`src/rtl/slice_adder_pkg.sv`:
```
// Shared types and helpers for the slice-sequential adder: FSM state encoding
// and the slice-counter width calculation.
package slice_adder_pkg;

  typedef enum logic [1:0] {
    IDLE = 2'd0,
    RUN  = 2'd1,
    DONE = 2'd2
  } sa_state_t;

  // Counter must index K = w/n slices; a single slice still needs one bit.
  function automatic int sa_cnt_w(input int w, input int n);
    int k;
    k = w / n;
    return (k > 1) ? $clog2(k) : 1;
  endfunction

endpackage

```
`src/rtl/slice_seq_adder_slice.sv`:
```
// Purely combinational N-bit ripple-carry adder slice, reused once per cycle
// by slice_seq_adder.
module rc_adder_slice #(
  parameter int N = 8
) (
  input  logic [N-1:0] a_i,
  input  logic [N-1:0] b_i,
  input  logic         c_i,
  output logic [N-1:0] s_o,
  output logic         c_o
);

  logic carry;

  always_comb begin
    s_o   = '0;
    carry = c_i;
    for (int i = 0; i < N; i++) begin
      s_o[i] = a_i[i] ^ b_i[i] ^ carry;
      carry  = (a_i[i] & b_i[i]) | (carry & (a_i[i] ^ b_i[i]));
    end
    c_o = carry;
  end

endmodule

```
`src/rtl/slice_seq_adder.sv`:
```
// Multi-cycle W-bit adder: one N-bit ripple slice per cycle, LSB slice first,
// carry registered between slices, valid/ready handshake on both sides.
module slice_seq_adder
  import slice_adder_pkg::*;
#(
  parameter int W = 32,
  parameter int N = 8
) (
  input  logic         clk,
  input  logic         rst_n,
  input  logic         in_valid,
  output logic         in_ready,
  input  logic [W-1:0] a,
  input  logic [W-1:0] b,
  input  logic         c_in,
  output logic         out_valid,
  input  logic         out_ready,
  output logic [W-1:0] sum,
  output logic         c_out
);

  localparam int K  = W / N;
  localparam int CW = sa_cnt_w(W, N);
  localparam logic [CW-1:0] CNT_LAST = CW'(K - 1);

  if ((N < 1) || (W % N != 0)) begin : g_param_chk
    $error("slice_seq_adder: W (%0d) must be a positive multiple of N (%0d)", W, N);
  end

  sa_state_t     state_q;
  logic [CW-1:0] cnt_q;
  logic [W-1:0]  a_q;
  logic [W-1:0]  b_q;
  logic [W-1:0]  sum_q;
  logic          carry_q;
  logic          cout_q;

  logic [N-1:0]  slice_s;
  logic          slice_c;
  logic [W-1:0]  sum_d;

  rc_adder_slice #(.N(N)) u_slice (
    .a_i (a_q[N-1:0]),
    .b_i (b_q[N-1:0]),
    .c_i (carry_q),
    .s_o (slice_s),
    .c_o (slice_c)
  );

  // Each new slice result enters at the MSB end, so after K edges slice 0
  // has walked down to sum[N-1:0].
  assign sum_d = (sum_q >> N) | (W'(slice_s) << (W - N));

  always_ff @(posedge clk or negedge rst_n) begin
    if (!rst_n) begin
      state_q <= IDLE;
      cnt_q   <= '0;
      a_q     <= '0;
      b_q     <= '0;
      sum_q   <= '0;
      carry_q <= 1'b0;
      cout_q  <= 1'b0;
    end else begin
      case (state_q)
        IDLE: begin
          if (in_valid) begin
            a_q     <= a;
            b_q     <= b;
            carry_q <= c_in;
            cnt_q   <= '0;
            state_q <= RUN;
          end
        end
        RUN: begin
          sum_q   <= sum_d;
          carry_q <= slice_c;
          a_q     <= a_q >> N;
          b_q     <= b_q >> N;
          cnt_q   <= cnt_q + CW'(1);
          if (cnt_q == CNT_LAST) begin
            cout_q  <= slice_c;
            state_q <= DONE;
          end
        end
        DONE: begin
          if (out_ready) begin
            state_q <= IDLE;
          end
        end
        default: state_q <= IDLE;
      endcase
    end
  end

  assign in_ready  = (state_q == IDLE);
  assign out_valid = (state_q == DONE);
  assign sum       = sum_q;
  assign c_out     = cout_q;

endmodule
```
`config.mk`:
```
export PLATFORM = sky130hd
export DESIGN_NAME = slice_seq_adder
export DESIGN_NICKNAME = d
export VERILOG_FILES = /design/src/rtl/slice_adder_pkg.sv /design/src/rtl/slice_seq_adder_slice.sv /design/src/rtl/slice_seq_adder.sv
export SDC_FILE = /design/constraint.sdc
export NUM_CORES = 1
export LEC_CHECK = 0
export CORE_AREA = 2 2 98 100
export DETAILED_ROUTE_END_ITERATION = 8
export DIE_AREA = 0 0 100 102
export PLACE_DENSITY = 0.78
export SYNTH_ARGS = -nofsm -noshare
export SYNTH_HDL_FRONTEND = slang
export SYNTH_SLANG_ARGS = --single-unit
```
`constraint.sdc`:
```
create_clock -name clk -period 5.1 [get_ports clk]
set_clock_uncertainty 0.15 [all_clocks]
set_input_delay 0.51 -clock clk [delete_from_list [all_inputs] [get_ports clk]]
set_output_delay 0.51 -clock clk [all_outputs]
set_load 0.01 [all_outputs]
```
==> metrics, run 1 <==
initial cell density of the core=49.0%; Clock Path Buffers=2; initial antenna violation count=0; vias in the first global route=3504; leak pwr=2.33 nW; sequential power share=41.5%; Mapped Cells=388; Clock Tree Root=clkbuf_8; CP cell instances=fa_1, inv_1, fa_1, inv_1, fa_1, fa_1, fa_1, fa_1, fa_1, inv_1, fa_1, nor2_1, a211o_1; post-route ant nets=0; register bit total from synthesis=102; total grt overflow=0; CP max stage delay=0.42 ns; Worst Hold Class=in2async; hold slack=-0.00575 ns; Clock power frac=16.4%; max_slew headroom=18.7%; Startpoint Class=flop; DP Worst Slack=1.16 ns; crit path launch=a_q[0]; clock latency on the worst-skew pair=0.36 ns; P_sw=0.00138 W; multi-input logic area=1660 sq um; CTS sink count=102; dpl cell area=5440 sq um; Slew Limit Fails=0; Comb pwr share=42.1%; DR pass1 iterations=5; num rows=35; RSZ-0062 raised after global routing=false; Max VDD drop=0.250 mV; Switching Share=36.9%; worst reg2reg path startpoint=a_q[0]; R2R cell count=13; die area=10200 sq um; All-Layer GR Usage=20.8%; most frequent cells in the layout=102 x dfrtp_1, 102 x clkdlybuf4s50_1, 76 x o22ai_1; FMAX=0.254 GHz; IO Port Bufs=103; M1 GR Usage=28.1%; Core ar.=9110 sq um; die width=100 um; Final Setup Violations=0; CP Max Fanout=3; final instance area=5680 sq um; CTS resizes=0; hold buffers post-CTS=0; routability cong.=0.755; Layout Utilization=62.4%; outcome=complete, but fails checks; Area Growth Syn to Fin=27.4%; drt initial violations=207; Worst path most repeated cell=fa_1; library cells used by synthesis=28; Slew @ Worst Pin=1.22 ns; Worst-path clk slew=0.10 ns; Post-CTS Setup Inserts=0; Setup CP Type=reg2reg; FF/Latch Area=2550 sq um; final net count=548; fill count=774; Num CTS Buffers=9; setup ws final=1.16 ns; layout cell share with drive strength beyond 1=5.06%; Diodes inserted=0; drt drc=0; power density cells=657 nW/um^2; met2 Usage GRT=34.3%; Final Hold Viols=14; vias post-DR=3414; Vias/cell=5.84; Synth Net Count=466; Critical Path RT=5.19 ns; DR WL/cell=17.4 um; first-pass GRT wire length=16800 um; CTS H-Tree Depth=3; GRT busiest layer=met2; CTS tree=built; setup_tns=0 ns; max_cap viols=0; met3 Usage GRT=3.01%; Netlist Area Pre-Place=4460 sq um; height of the die=102 um; Tcrit/Tclk final=77.2%; syn_area_per_cell=11.5 sq um; Crit-path slowest cell=dfrtp_1; largest net degree at the start of global routing=56; warnings from Yosys=0; sequential cell area fraction in the yosys report=57.2%; min Tclk post-route=3.94 ns; failing checks=negative hold slack; Int Power=0.00236 W; Detail Placement HPWL=7000 um; Routed Wire Length=10200 um; I/O pin cnt=104; WP data arrival=4.03 ns; CP endpoint kind=flop
## final timing paths
kind | slack, ns | end
setup reg to reg | 1.16 | carry_q
max in group asynchronous | 3.68 | b_q[14]
hold / removal | -0.006 | sum[29]
setup / recovery | 1.16 | carry_q
hold reg to reg | 0.34 | sum[2]
min in group clk | 0.34 | sum[2]
## worst max-delay path: cells and delay by family (launching register included)
family	cells	cell delay [ns]
and+or+nand+nor	1	0.06
AOI/OAI and AO/OA	1	0.30
buffers and inverters	3	0.20
adders and majority gates	8	2.70
DFF	1	0.42
## flip-flops by register name, indices dropped and copies added (netlist names)
register,flops
cnt_q,2
state_q,2
carry_q,1
c_out,1
sum,32
b_q,32
a_q,32
## per-stage QoR
| stage | power (W) | hold WS [ns] | std cells |
|---|---|---|---|
| 6_report | 0.00373 | -0.00575 | 585 |
| 5_1_grt | 0.00401 | 0.0423 | 585 |
| 4_1_cts | 0.00376 | 0.0128 | 585 |
| 3_5_place_dp | 0.00314 | 0.330 | 570 |
| 3_3_place_gp | 0.00305 | 0.319 | 570 |
| 2_1_floorplan | 0.00259 | 0.0644 | 388 |
## kinds of logic (layout without fill, tap and decap cells)
| kind of cell | count (synthesis) | after routing | share of synthesized area, % |
|---|---|---|---|
| AO/OA/AOI/OAI | 159 | 159 | 21.4 |
| flip-flops | 102 | 102 | 57.2 |
| AND/OR/NAND/NOR | 44 | 44 | 4.40 |
| buffers and inverters | 44 | 130 | 5.55 |
| multiplexers | 30 | 30 | 7.57 |
| adder cells (fa/ha/maj) | 9 | 9 | 3.87 |
## synthesized netlist by cell type, drive strengths merged
cell	number	share of area (%)
o21ba	1	0.22
a22o	9	1.8
mux2	30	7.6
o221a	2	0.50
o22ai	76	11
a21oi	47	5.3
nor2b	1	0.14
nand3b	3	0.50
and2	1	0.14
fa	8	3.6
nand2b	5	0.70
nand2	13	1.1
inv	9	0.76
clkbuf	8	0.67
buf	27	4.1
ha	1	0.28
o21ai	21	2.4
o31ai	1	0.17
nor2	21	1.8
a211o	1	0.20
dfrtp	102	57
o21bai	1	0.25
## power groups by stage
stage / Combinational, W / Clock, W / Sequential [W]
final: 0.00157 / 0.000613 / 0.00155
after detailed placement: 0.00158 / 0 / 0.00156
after global routing: 0.00175 / 0.000651 / 0.00161
after global placement: 0.00151 / 0 / 0.00154
after floorplan: 0.00109 / 0 / 0.00150
after CTS: 0.00159 / 0.000619 / 0.00155
## metal layers
layer | wire length [um] | vias up | part of all wire [%]
met4 | 230 | 0 | 2.3
met2 | 5000 | 135 | 49
met1 | 4470 | 1661 | 44
li1 | - | 1597 | -
met5 | 0 | - | 0
met3 | 511 | 21 | 5.0
## area by class of cell
| type | instances | area share [%] |
|---|---|---|
| inverters | 9 | 0.594 |
| well taps | 111 | 2.44 |
| repair buffers | 106 | 18.5 |
| multi-input cells | 242 | 29.3 |
| flip-flops and latches | 102 | 44.9 |
| clock buffers | 10 | 2.42 |
| clock inverters | 5 | 1.87 |
(Power assumes the default switching activity.)
==> run 2: changes to the inputs <==
--- a/config.mk
+++ b/config.mk
@@ -5,10 +5,10 @@
 export SDC_FILE = /design/constraint.sdc
 export NUM_CORES = 1
 export LEC_CHECK = 0
-export CORE_AREA = 2 2 98 100
+export CORE_AREA = 2 2 103 105
 export DETAILED_ROUTE_END_ITERATION = 8
-export DIE_AREA = 0 0 100 102
-export PLACE_DENSITY = 0.78
+export DIE_AREA = 0 0 105 107
+export PLACE_DENSITY = 0.75
 export SYNTH_ARGS = -nofsm -noshare
 export SYNTH_HDL_FRONTEND = slang
 export SYNTH_SLANG_ARGS = --single-unit
==> constraint.sdc (replaced) <==
create_clock -name clk -period 3.2 [get_ports clk]
set_clock_uncertainty 0.15 [all_clocks]
set_input_delay 0.32 -clock clk [delete_from_list [all_inputs] [get_ports clk]]
set_output_delay 0.32 -clock clk [all_outputs]
set_load 0.01 [all_outputs]
==> metrics, run 2 (synthesized netlist as in run 1, its figures left out) <==
Worst Hold Class=in2async; Slew Limit Fails=0; drt drc=0; outcome=complete, but fails checks; CP max stage delay=0.43 ns; Num CTS Buffers=9; height of the die=107 um; initial antenna violation count=0; Vias/cell=5.49; IO Port Bufs=103; Setup CP Type=reg2reg; CP Depth=12; clock latency on the worst-skew pair=0.37 ns; leak pwr=2.36 nW; CP top delay family=adder cells; M1 GR Usage=25.7%; I/O pin cnt=104; dpl cell area=5580 sq um; Layout Utilization=57.4%; Diodes inserted=0; total grt overflow=0; CP cell instances=fa_2, inv_2, fa_2, inv_2, fa_2, fa_2, fa_2, fa_2, fa_2, inv_2, fa_2, o21ai_2; CP endpoint kind=flop; CTS sink count=102; Tcrit/Tclk final=113%; drt initial violations=236; first-pass GRT wire length=17200 um; Critical Path RT=3.35 ns; vias post-DR=3411; Clock Path Buffers=2; Max VDD drop=0.546 mV; CP Max Fanout=2; initial cell density of the core=44.2%; failing checks=negative setup slack; Worst path most repeated cell=fa_2; overall power=0.00591 W; die width=105 um; most frequent cells in the layout=102 x dfrtp_1, 102 x clkdlybuf4s50_1, 76 x o22ai_1; max_slew headroom=45.8%; die area=11200 sq um; min Tclk post-route=3.62 ns; RSZ-0062 raised after global routing=true; max_cap viols=0; Crit-path slowest cell=fa_2; Core ar.=10100 sq um; DR WL/cell=16.6 um; Final Hold Viols=0; layout cell share with drive strength beyond 1=9.69%; largest net degree at the start of global routing=61; post-route ant nets=0; setup ws final=-0.425 ns; power density cells=1020 nW/um^2; R2R setup slack=-0.42 ns; final instance area=5800 sq um; Worst-path clk slew=0.11 ns; Area Growth Syn to Fin=29.9%; CTS tree=built; met3 Usage GRT=3.59%; WP data arrival=3.77 ns; Clock Tree Root=clkbuf_8; FMAX=0.276 GHz; All-Layer GR Usage=19.3%; routability cong.=0.768; CTS H-Tree Depth=3; R2R cell count=12; Detail Placement HPWL=7230 um; GRT busiest layer=met2; CP bufs+invs=3; Startpoint Class=flop; DR pass1 iterations=4; vias in the first global route=3414; Final Setup Violations=4; Slew @ Worst Pin=0.812 ns; Routed Wire Length=10300 um; final net count=558; num rows=37; met2 Usage GRT=32.5%
run 2: changes by cell type in the layout (fill, tap and decap cells not counted), moves of 2 or more:
cell       previous run  this run
buf_4                 4        11
clkinv_4              0         3
buf_12                0         2
inv_1                 7         4
fa_2                  0         8
bufinv_16             3         0
fa_1                  8         0
inv_2                 2         5
run 2: power by group:
| part | leakage, nW | internal [W] | switching (W) |
|---|---|---|---|
| registers | 1.22 | 0.00193 | 0.000520 |
| clock network | 0.0961 | 0.000333 | 0.000449 |
| logic | 1.05 | 0.00140 | 0.00127 |
run 2: per-layer routing:
layer / wire, um / up-vias / part of all wire (%)
li1: - / 1618 / -
met1: 4490 / 1656 / 44
met2: 5110 / 124 / 50
met3: 587 / 13 / 5.7
met4: 122 / 0 / 1.2
met5: 0 / - / 0
run 2: path summary, 6_finish.rpt:
check / startpoint / to
worst max-delay path: a_q[0] / sum[31]
worst min-delay path: rst_n / a_q[12]
worst max register to register: a_q[0] / sum[31]
worst min register to register: sum[7] / sum[7]
max in group asynchronous: rst_n / a_q[0]
min in group clk: a[29] / a_q[29]
run 2: stage by stage:
step	setup slack [ns]	TNS, ns	hold WS (ns)	cells
final	-0.425	-1.21	0.329	621
after global routing	-0.511	-1.54	0.334	621
after CTS	-0.423	-1.19	0.332	621
after detailed placement	-0.450	-1.28	0.201	603
after global placement	-0.390	-1.10	0.195	603
after floorplan	-0.334	-0.859	-0.126	388
run 2: layout make-up:
cell class	count	area, sq um
well taps	136	170
inverters	9	33.8
flip-flops and latches	102	2550
multi-input cells	242	1690
fillers	911	4300
clock inverters	5	42.5
clock buffers	11	151
repair buffers	116	1150
run 2: what timing repair did:
| action | in CTS | in global routing |
|---|---|---|
| hold buffers | 1 | 0 |
| pin swaps | 2 | 1 |
| buffers inserted | 1 | 0 |
| resized for setup | 0 | 3 |
| endpoints found under the hold margin | 42 | 0 |
| setup endpoints to repair | 4 | 4 |
==> run 3: changes to the inputs <==
--- a/config.mk
+++ b/config.mk
@@ -8,7 +8,7 @@
 export CORE_AREA = 2 2 103 105
 export DETAILED_ROUTE_END_ITERATION = 8
 export DIE_AREA = 0 0 105 107
-export PLACE_DENSITY = 0.75
+export PLACE_DENSITY_LB_ADDON = 0.25
 export SYNTH_ARGS = -nofsm -noshare
 export SYNTH_HDL_FRONTEND = slang
 export SYNTH_SLANG_ARGS = --single-unit
==> metrics, run 3 (synthesized netlist as in run 1, its figures left out) <==
Diodes inserted=0; leak pwr=2.37 nW; fill count=937; DR pass1 iterations=4; initial cell density of the core=44.2%; GRT busiest layer=met2; CTS H-Tree Depth=3; I/O pin cnt=104; DR WL/cell=16.5 um; Max VDD drop=0.513 mV; sequential power share=40.9%; clock latency on the worst-skew pair=0.36 ns; All-Layer GR Usage=18.6%; failing checks=negative setup slack; Switching Share=37.4%; dpl cell area=5580 sq um; Num CTS Buffers=9; met3 Usage GRT=2.31%; Area Growth Syn to Fin=30.4%; Tcrit/Tclk final=113%; CP Max Fanout=2; vias post-DR=3387; min Tclk post-route=3.61 ns; most frequent cells in the layout=102 x dfrtp_1, 102 x clkdlybuf4s50_1, 76 x o22ai_1; Final Setup Violations=4; Worst Hold Class=in2reg; setup ws final=-0.407 ns; power density cells=1030 nW/um^2; Detail Placement HPWL=7010 um; Final Hold Viols=0; Clock Path Buffers=2; Startpoint Class=flop; die width=105 um; Worst-path clk slew=0.10 ns; layout cell share with drive strength beyond 1=9.88%; total grt overflow=0; Clock Tree Root=clkbuf_8; first-pass GRT wire length=16600 um; FMAX=0.277 GHz; largest net degree at the start of global routing=57; outcome=complete, but fails checks; M1 GR Usage=25.8%; Int Power=0.00375 W; setup_tns=-1.32 ns; Core ar.=10100 sq um; RSZ-0062 raised after global routing=true; routability cong.=0.742; vias in the first global route=3296; final net count=559; num rows=37; Routed Wire Length=10300 um; initial antenna violation count=0; CTS tree=built; die area=11200 sq um; FF/Latch Area=2550 sq um; Comb pwr share=45.0%; max_slew headroom=45.3%; multi-input logic area=1690 sq um; height of the die=107 um; met2 Usage GRT=30.8%; WP data arrival=3.75 ns; IO Port Bufs=103; post-route ant nets=0; P_sw=0.00224 W; Slew Limit Fails=0; max_cap viols=0; Vias/cell=5.45; Setup CP Type=reg2reg; Slew @ Worst Pin=0.820 ns; Critical Path RT=3.34 ns; CTS sink count=102; final instance area=5820 sq um; drt drc=0; Clock power frac=14.1%; drt initial violations=220; CP endpoint kind=flop
run 3: cell types whose count changed in the layout (fill, tap and decap cells not counted), sizes merged:
cell    delta
buf        +1
bufinv     +1
clkbuf     -1
clkinv     -1
inv        +1
run 3: worst paths after layout:
| kind | startpoint | endpoint | slack, ns | cells after the start |
|---|---|---|---|---|
| max | carry_q | sum[31] | -0.41 | 12 |
| min | a[26] | a_q[26] | 0.34 | 3 |
| max reg2reg | carry_q | sum[31] | -0.41 | 12 |
| min reg2reg | cnt_q[0] | cnt_q[0] | 0.34 | 1 |
| max in group asynchronous | rst_n | b_q[17] | 1.84 | 3 |
| min in group asynchronous | rst_n | sum[7] | 0.35 | 2 |
run 3: metrics by stage:
stage | setup slack (ns) | cells | hold slack [ns] | util, % | power, W
2_1_floorplan | -0.334 | 388 | -0.126 | - | 0.00418
3_3_place_gp | -0.395 | 603 | 0.212 | 55.3 | 0.00503
3_5_place_dp | -0.431 | 603 | 0.219 | 55.3 | 0.00517
4_1_cts | -0.401 | 622 | 0.331 | 57.6 | 0.00602
5_1_grt | -0.552 | 622 | 0.340 | 57.7 | 0.00647
6_report | -0.407 | 622 | 0.342 | 57.7 | 0.00598
run 3: worst max-delay path, cell delays in order, from the launching register on:
cell and delay [ns]:
dfrtp_1 0.41, fa_2 0.40, inv_2 0.06, fa_2 0.18, inv_2 0.04, fa_2 0.33, fa_2 0.35, fa_2 0.35
fa_2 0.34, fa_2 0.34, inv_2 0.06, fa_2 0.42, o21ai_1 0.12
run 3: power groups by stage:
stage,clock network [W],logic (W),registers (W)
floorplan,0,0.00178,0.00240
global placement,0,0.00258,0.00245
detailed placement,0,0.00268,0.00248
CTS,0.000856,0.00271,0.00246
global route,0.000898,0.00302,0.00255
finish,0.000843,0.00269,0.00245
run 3: per-layer routing:
metal,wire (um),share of wire [%],vias to the layer above
met4,102,0.99,0
met5,0,0,-
met3,452,4.4,11
li1,-,-,1622
met1,4710,46,1644
met2,5000,49,110
run 3: repair_timing:
item | CTS | global route
buffers inserted | 2 | 1
setup endpoints to repair | 4 | 4
hold buffers | 1 | 0
pin swaps | 3 | 1
gates resized for setup | 0 | 4
hold endpoints to repair | 46 | 0
run 3: final cells by class:
cell class | instances | share of cell area (%)
clock inverters | 6 | 1.18
flip-flops and latches | 102 | 43.9
inverters | 9 | 0.581
multi-input cells | 242 | 29.1
repair buffers | 117 | 20.0
clock buffers | 10 | 2.37
well taps | 136 | 2.92
